### src/rtl/sequential_divider_pkg.sv
// Shared arithmetic definitions for the sequential divider.
// State encoding, datapath width, counter width and a magnitude helper.
package sequential_divider_pkg;

    localparam int unsigned DIV_W = 32;
    localparam int unsigned CNT_W = 5;

    typedef enum logic [1:0] {
        ST_IDLE = 2'd0,
        ST_EXEC = 2'd1,
        ST_FIX  = 2'd2,
        ST_DONE = 2'd3
    } div_state_e;

    // -2^31 maps onto 32'h8000_0000, which is still the right unsigned magnitude
    function automatic logic [DIV_W-1:0] mag(
        input logic [DIV_W-1:0] v,
        input logic             s
    );
        return (s && v[DIV_W-1]) ? -v : v;
    endfunction

endpackage

### src/rtl/sequential_divider_dff_r_div_count.sv
// Iteration counter for the divider.
// Synchronous active-high reset plus a synchronous clear.
module sequential_divider_dff_r_div_count
    import sequential_divider_pkg::*;
(
    input  logic             clk,
    input  logic             reset,
    input  logic             clear,
    input  logic             en,
    output logic [CNT_W-1:0] count
);

    always_ff @(posedge clk) begin
        if (reset || clear) begin
            count <= '0;
        end else if (en) begin
            count <= count + 1'b1;
        end
    end

endmodule

### src/rtl/sequential_divider.sv
// Radix-2 restoring divider, 32-bit, signed or unsigned.
// One quotient bit per cycle, sign fix-up in a dedicated FIX cycle.
module sequential_divider
    import sequential_divider_pkg::*;
(
    input  logic             clk,
    input  logic             reset,
    input  logic             op_start,
    input  logic             op_clear,
    input  logic             is_signed,
    input  logic [DIV_W-1:0] dividend,
    input  logic [DIV_W-1:0] divisor,
    output logic [DIV_W-1:0] quotient,
    output logic [DIV_W-1:0] remainder,
    output logic             busy,
    output logic             op_done,
    output logic             div_by_zero
);

    div_state_e       state;
    div_state_e       state_nxt;
    logic [CNT_W-1:0] count;
    logic [DIV_W-1:0] q_acc;
    logic [DIV_W-1:0] rem_acc;
    logic [DIV_W-1:0] b_mag;
    logic             q_neg;
    logic             r_neg;
    logic [DIV_W:0]   t;
    logic             last_iter;

    sequential_divider_dff_r_div_count u_count (
        .clk   (clk),
        .reset (reset),
        .clear (op_clear || (state != ST_EXEC)),
        .en    (state == ST_EXEC),
        .count (count)
    );

    assign last_iter = (count == '1);

    // t[DIV_W] is the sign: rem_acc < b_mag keeps the true difference in range
    assign t = {rem_acc, q_acc[DIV_W-1]} - {1'b0, b_mag};

    always_ff @(posedge clk) begin
        if (reset) begin
            state <= ST_IDLE;
        end else begin
            state <= state_nxt;
        end
    end

    always_comb begin
        state_nxt = state;
        if (op_clear) begin
            state_nxt = ST_IDLE;
        end else begin
            unique case (state)
                ST_IDLE: begin
                    if (op_start) begin
                        state_nxt = (divisor == '0) ? ST_DONE : ST_EXEC;
                    end
                end
                ST_EXEC: begin
                    if (last_iter) begin
                        state_nxt = ST_FIX;
                    end
                end
                ST_FIX:  state_nxt = ST_DONE;
                ST_DONE: state_nxt = ST_DONE;
                default: state_nxt = ST_IDLE;
            endcase
        end
    end

    always_ff @(posedge clk) begin
        if (reset || op_clear) begin
            quotient    <= '0;
            remainder   <= '0;
            div_by_zero <= 1'b0;
            q_acc       <= '0;
            rem_acc     <= '0;
            b_mag       <= '0;
            q_neg       <= 1'b0;
            r_neg       <= 1'b0;
        end else begin
            unique case (state)
                ST_IDLE: begin
                    if (op_start) begin
                        q_neg <= is_signed
                               & (dividend[DIV_W-1] ^ divisor[DIV_W-1]);
                        r_neg <= is_signed & dividend[DIV_W-1];
                        b_mag <= mag(divisor, is_signed);
                        if (divisor == '0) begin
                            quotient    <= '1;
                            remainder   <= dividend;
                            div_by_zero <= 1'b1;
                        end else begin
                            q_acc   <= mag(dividend, is_signed);
                            rem_acc <= '0;
                        end
                    end
                end
                ST_EXEC: begin
                    if (!t[DIV_W]) begin
                        rem_acc <= t[DIV_W-1:0];
                        q_acc   <= {q_acc[DIV_W-2:0], 1'b1};
                    end else begin
                        rem_acc <= {rem_acc[DIV_W-2:0], q_acc[DIV_W-1]};
                        q_acc   <= {q_acc[DIV_W-2:0], 1'b0};
                    end
                end
                ST_FIX: begin
                    quotient  <= q_neg ? -q_acc : q_acc;
                    remainder <= r_neg ? -rem_acc : rem_acc;
                end
                default: begin
                end
            endcase
        end
    end

    assign busy    = (state == ST_EXEC) || (state == ST_FIX);
    assign op_done = (state == ST_DONE);

endmodule
### config.mk
export PLATFORM = sky130hd
export DESIGN_NAME = sequential_divider
export DESIGN_NICKNAME = d
export VERILOG_FILES = /design/src/rtl/sequential_divider_pkg.sv /design/src/rtl/sequential_divider_dff_r_div_count.sv /design/src/rtl/sequential_divider.sv
export SDC_FILE = /design/constraint.sdc
export NUM_CORES = 1
export LEC_CHECK = 0
export ABC_AREA = 1
export CAP_MARGIN = 30
export CORE_UTILIZATION = 45
export CTS_CLUSTER_SIZE = 14
export DETAILED_ROUTE_END_ITERATION = 8
export GPL_ROUTABILITY_DRIVEN = 0
export GPL_TIMING_DRIVEN = 0
export PLACE_DENSITY_LB_ADDON = 0.08
export SLEW_MARGIN = 10
export SYNTH_ARGS = -nofsm -noshare
export SYNTH_HDL_FRONTEND = slang
export SYNTH_SLANG_ARGS = --single-unit
export TNS_END_PERCENT = 10
### constraint.sdc
create_clock -name clk -period 5.7 [get_ports clk]
set_input_delay 1.425 -clock clk [delete_from_list [all_inputs] [get_ports clk]]
set_output_delay 1.425 -clock clk [all_outputs]
set_load 0.02 [all_outputs]
* Yosys cells after proc, flatten, opt, wreduce, memory -nomap -nowiden
Cells that the tools add are included.
** Word-level totals
- Bits of input ports :: 69
- Logic and storage cells :: 67
- Register bits after elaboration :: 170
** Operators by class
- Bitwise operators :: 3
- Muxes and demuxes :: 22
- $add $sub $neg :: 6
- Reduce and logical (&&, ||, !) cells :: 17
- Equality and inequality tests :: 9
** Operators by type and width (number)
- 2-to-1 mux 32 bit :: 13
- one-hot mux 32 bit (2 select lines) :: 4
- negation 32 bit :: 4
- subtractor 33 x 32 -> 33 bit :: 1
- zero test 32 bit :: 1
- AND reduction 3 bit :: 3
- inequality test 2 bit (second input constant) :: 4
- 2-to-1 mux 2 bit :: 3
- one-hot mux 2 bit (3 select lines) :: 1
- adder 5 x 1 -> 5 bit (second input constant) :: 1
- equality test 5 bit (second input constant) :: 1
- equality test 2 bit (second input constant) :: 2
- logical OR 1 bit :: 4
- AND reduction 2 bit :: 2
- nonzero test 2 bit :: 2
- OR reduction 2 bit :: 2
- AND 1 bit :: 2
- equality test 2 x 1 -> 1 bit (second input constant) :: 1
- logical AND 1 bit :: 2
- zero test 2 bit :: 1
- inequality test 2 x 1 -> 1 bit (second input constant) :: 1
- 2-to-1 mux 1 bit :: 1
- XOR 1 bit :: 1

* Longest topological paths before layout
Gate-level depths: netlist of the first run.
- Depth in word-level cells :: 5
- Mapped depth :: 18
- Depth with buffers taken out :: 18

* Modules after synthesis
A second synthesis of the first run with hierarchy kept.
** Unflattened totals
- Cell total of the unflattened synthesis :: 2175
- Area, all modules :: 12907.4 um^2
** Modules (own cells, without submodules)
- sequential_divider :: cells each 2146, area each 12695.9 um^2, seq. area each 3303.2 um^2, instances 1
- sequential_divider_dff_r_div_count :: cells each 29, area each 211.5 um^2, seq. area each 100.1 um^2, instances 1

* Least setup slack after synthesis of the first run
OpenSTA, ideal clock, no wires.
- Path type :: input to register
- Start point :: input port divisor[0]
- End point :: register rem_acc[11]
- Arrival time :: 2.718 ns
- Data required time :: 5.557 ns
- Buffers on the path :: 2
- Stages on the path :: 13
- Path slack :: 2.839 ns
- Path through :: inv_1 ha_1 inv_1 nor3_2 nand3_1 nor2_1 nand2_1 o211ai_2 buf_6 nor2_4 buf_2 nand3_1 a21oi_2
** On the way
- Word-level cells in the longest chain between the ends :: 3
** Ends and longest elaborated chain
- start: declaration :: line sequential_divider.sv:12 : input logic [DIV_W-1:0] divisor,
- zero test 32 bit :: line sequential_divider.sv:93 : if (divisor == '0) begin
- inequality test 2 bit (no source line)
- AND reduction 3 bit (no source line)
- end signal: assignment :: line sequential_divider.sv:105 : rem_acc <= t[DIV_W-1:0];
- end signal: assignment :: line sequential_divider.sv:108 : rem_acc <= {rem_acc[DIV_W-2:0], q_acc[DIV_W-1]};
- end: declaration :: line sequential_divider.sv:24 : logic [DIV_W-1:0] rem_acc;
No other way between the ends.
A chain may end at the register's enable or synchronous reset.

* Final worst setup path of the first run
- Start point :: input port dividend[31]
- End point :: register q_acc[22]
** On the way
- Word-level cells in the longest chain between the ends :: 5
** Ends and longest elaborated chain
- start: declaration :: line sequential_divider.sv:11 : input logic [DIV_W-1:0] dividend,
- logical AND 1 bit :: line sequential_divider_pkg.sv:20 : return (s && v[DIV_W-1]) ? -v : v;
- 2-to-1 mux 32 bit :: line sequential_divider_pkg.sv:20
- 2-to-1 mux 32 bit :: line sequential_divider.sv:93
- 2-to-1 mux 32 bit :: line sequential_divider.sv:88 : if (op_start) begin
- one-hot mux 32 bit (2 select lines) :: line sequential_divider.sv:86 : unique case (state)
- end signal: assignment :: line sequential_divider.sv:98 : q_acc <= mag(dividend, is_signed);
- end signal: assignment :: line sequential_divider.sv:106 : q_acc <= {q_acc[DIV_W-2:0], 1'b1};
- end signal: assignment :: line sequential_divider.sv:109 : q_acc <= {q_acc[DIV_W-2:0], 1'b0};
- end: declaration :: line sequential_divider.sv:23 : logic [DIV_W-1:0] q_acc;
No other way between the ends. The select of a mux whose other input is x is not followed.

==> out/metrics.csv, run 1 <==
stage;metric;value;unit
synth;syn nets;2266;
sta;Worst-Margin Slew;978;ps
pwr;Worst VDD drop;0.000223;V
synth;ys async rst share;0;%
sta;Worst Clk Skew;15.0;ps
setup_path;WP buf/inv;4;
synth;Synth Flop Type;dfxtp_1;
setup_path;Worst path max stage delay;730;ps
pwr;Leakage;7.10;nW
final_layout;ANT cells;0;
grt;total gr overflow;0;
grt;GRT Overall Usage;33.0;%
final_layout;post-route cell area;0.0154;mm²
floorplanning;Die H;172;µm
clocking;Num Clock Sinks;170;
pwr;Power Total;3.39;mW
detailed_routing;DRC Markers;0;
clocking;Clock Tree Root;clkbuf_16;
sta;Tmin final;3560;ps
detailed_routing;initial DRC count;1351;
pwr;PD cells;220;mW/mm²
setup_path;CP cell instances;clkdlybuf4s50_1 -> nand2_1 -> inv_1 -> clkbuf_1 -> clkbuf_1 -> a21oi_1 -> o21ai_0 -> a21oi_1;
setup_path;worst-path maximum fanout;10;
grt;largest net degree at the start of global routing;17;
setup_path;CP required;6010;ps
final_layout;Nets;2420;
setup_path;CP Class;input pin to register;
clocking;clock latency on the worst-skew pair;440;ps
synth;Yosys top cell area share;26.0;%
detailed_routing;DR pass1 iterations;6;
sta;RSZ-0062 raised after global routing;no;
synth;Distinct cells, synth;50;
setup_path;slowest CP cell;clkdlybuf4s50_1;
final_layout;# fillers;2998;
clocking;Worst-path clk slew;70;ps
sta;Setup violations, final;0;
final_layout;Layout Utilization;53.9;%
synth;sequential area share after synthesis;26.0;%
sta;Hold Fails Final Rpt;0;
grt;vias in the first global route;13600;
synth;area leader, netlist;dfxtp_1;
placement;port bufs;135;
synth;Mean Syn Cell Area;6.07;µm²
sta;Final Max Tran Viols;0;
clocking;CTS Buf Count;17;
floorplanning;Die Width;172;µm
run;# Max-Cap Violations;0;
detailed_routing;Antenna Nets Post-Route;0;
final_layout;fin cells;2704;
floorplanning;core outline area;0.0286;mm²
synth;list of most frequent post-synthesis cells;nand2_1, inv_1, nand3_1;
detailed_routing;Via Count;14800;
placement;dpl hpwl;39300;µm
setup_path;Critical Path AT;3870;ps
floorplanning;Starting Density;45.7;%
sta;Final period util;62.5;%
grt;initial antenna violation count;0;
synth;Syn Inst Count;2153;
synth;Yosys warning count;0;
clocking;CTS Buffer Depth;2;
detailed_routing;Via-to-Cell Ratio;5.49;
sta;Max-Slew Margin vs Limit;34.8;%
detailed_routing;routed len/inst;18.0;µm
worst_hold_path;HP Class;register to register;
setup_path;delay-heaviest family, CP;buffers and inverters;
detailed_routing;final WL;48800;µm
setup_path;Startpoint Class;input pin;
clocking;Post-CTS Hold Buffers;0;
floorplanning;io pins;136;
sta;f_max;281;MHz
final_layout;Area growth syn-to-layout;18.0;%
clocking;Post-CTS Resized;0;
synth;Synth area leaders;dfxtp_1, nand2_1, inv_1;
clocking;Post-CTS Setup Inserts;0;
synth;Synth Cell Area;0.0131;mm²
setup_path;endpoint class of the critical path;register;
final_layout;layout cells sized above 1;5.95;%
synth;register bit total from synthesis;170;
sta;total negative slack;0;ps
placement;DP Cell Count;2672;
placement;dpl cell area;0.0149;mm²
floorplanning;standard-cell row count;62;
clocking;htree depth;4;
clocking;CTS tree;built;
floorplanning;die footprint;0.0297;mm²
outcome;run status;finished clean;
setup_path;internal reg-to-reg setup slack;3010;ps
grt;first-pass GRT wire length;74300;µm
synth;EDFF count, synth;0;
synth;count leader, synth;nand2_1;
[flip-flops by register name, summed over array words and instances (netlist names), 2 cells and up]
signal         count
q_acc             32
state              2
b_mag             32
remainder         32
rem_acc           32
quotient          32
u_count.count      5
[report_power, final]
part / internal [mW] / total, mW / switching, mW
Combinational: 0.338 / 1.02 / 0.682
Sequential: 1.24 / 1.28 / 0.0428
Clock: 0.572 / 1.10 / 0.524
Total: 2.15 / 3.39 / 1.25
[path summary, 6_finish.rpt]
check / start / end / cells after the start
worst min register to register: u_count.count[0]$_SDFFE_PP0P_ / u_count.count[0]$_SDFFE_PP0P_ / 1
worst max register to register: q_acc[31]$_SDFFE_PP0P_ / rem_acc[29]$_SDFFE_PP0P_ / 16
worst max-delay path: dividend[31] / q_acc[22]$_SDFFE_PP0P_ / 8
worst min-delay path: u_count.count[0]$_SDFFE_PP0P_ / u_count.count[0]$_SDFFE_PP0P_ / 1
[through the flow]
stage | hold slack (ps) | setup slack (ps)
after floorplan | 418 | 2840
after global placement | 429 | 1780
after CTS | 456 | 2280
final | 458 | 2140
after detailed placement | 441 | 1830
after global routing | 489 | 2050
[cell usage in the layout, fill, tap and decap left out, types with 14 or more instances in the layout]
cell             count
nor2_2              14
nor2_1             187
a21oi_1            180
o211ai_1            16
inv_1              313
clkdlybuf4s50_1    135
nand4_1             22
a21oi_2             22
buf_2               16
xnor2_1             20
dfxtp_1            170
nor3_1              16
o21ai_1             38
a31oi_1             24
o21ai_0            150
ha_1                43
clkbuf_16           17
nand3_1            191
clkbuf_1            58
xor2_1              36
nand2_1            527
[metal layers]
metal	wire length, µm	part of all wire [%]	track usage (%)
met5	0	0	0
met4	2820	5.8	19.0
met3	3660	7.5	4.60
met2	21100	43	51.7
met1	21200	43	43.3
[cell type report]
cell class	count	area, µm²	share of cell area (%)
Timing Repair Buffer	135	1350	8.76
Clock inverter	9	66.3	0.430
Buffer	88	444	2.88
Sequential cell	170	3400	22.1
Multi-Input combinational cell	1572	8000	51.9
Clock buffer	23	458	2.97
Tap cell	384	480	3.11
Inverter	323	1220	7.89
[cells by family (layout without fill, tap and decap cells)]
| family | Yosys count | after routing | share of synthesized area, % |
|---|---|---|---|
| and+or+nand+nor | 1003 | 1003 | 33.2 |
| AOI/OAI and AO/OA | 469 | 469 | 20.0 |
| buffers and inverters | 411 | 578 | 12.7 |
| DFF | 170 | 170 | 26.0 |
| xor gates and xnor gates | 56 | 56 | 3.75 |
| adders and majority gates | 44 | 44 | 4.27 |
Power figures use the tool's default switching activity.
==> run 2, diff against run 1 <==
clock period = 3.2 ns   (was 5.7 ns; I/O delays follow)
==> results of run 2 <==
Same layout as run 1 (identical final DEF). Status: finished clean.
Main changes from that run: setup slack after placement 1830 ps -> -45.7 ps; setup slack after layout 2140 ps -> 263 ps; register-to-register setup slack 3010 ps -> 510 ps; total power 3.39 mW -> 6.05 mW; worst IR drop on VDD 0.000223 V -> 0.000398 V
==> run 3, diff against run 2 <==
CTS_CLUSTER_DIAMETER = 120   (was default)
==> results of run 3 <==
Same layout as run 1 (identical final DEF). Status: finished clean.
Main changes from that run: setup slack after placement 1830 ps -> -45.7 ps; setup slack after layout 2140 ps -> 263 ps; register-to-register setup slack 3010 ps -> 510 ps; total power 3.39 mW -> 6.05 mW; worst IR drop on VDD 0.000223 V -> 0.000398 V
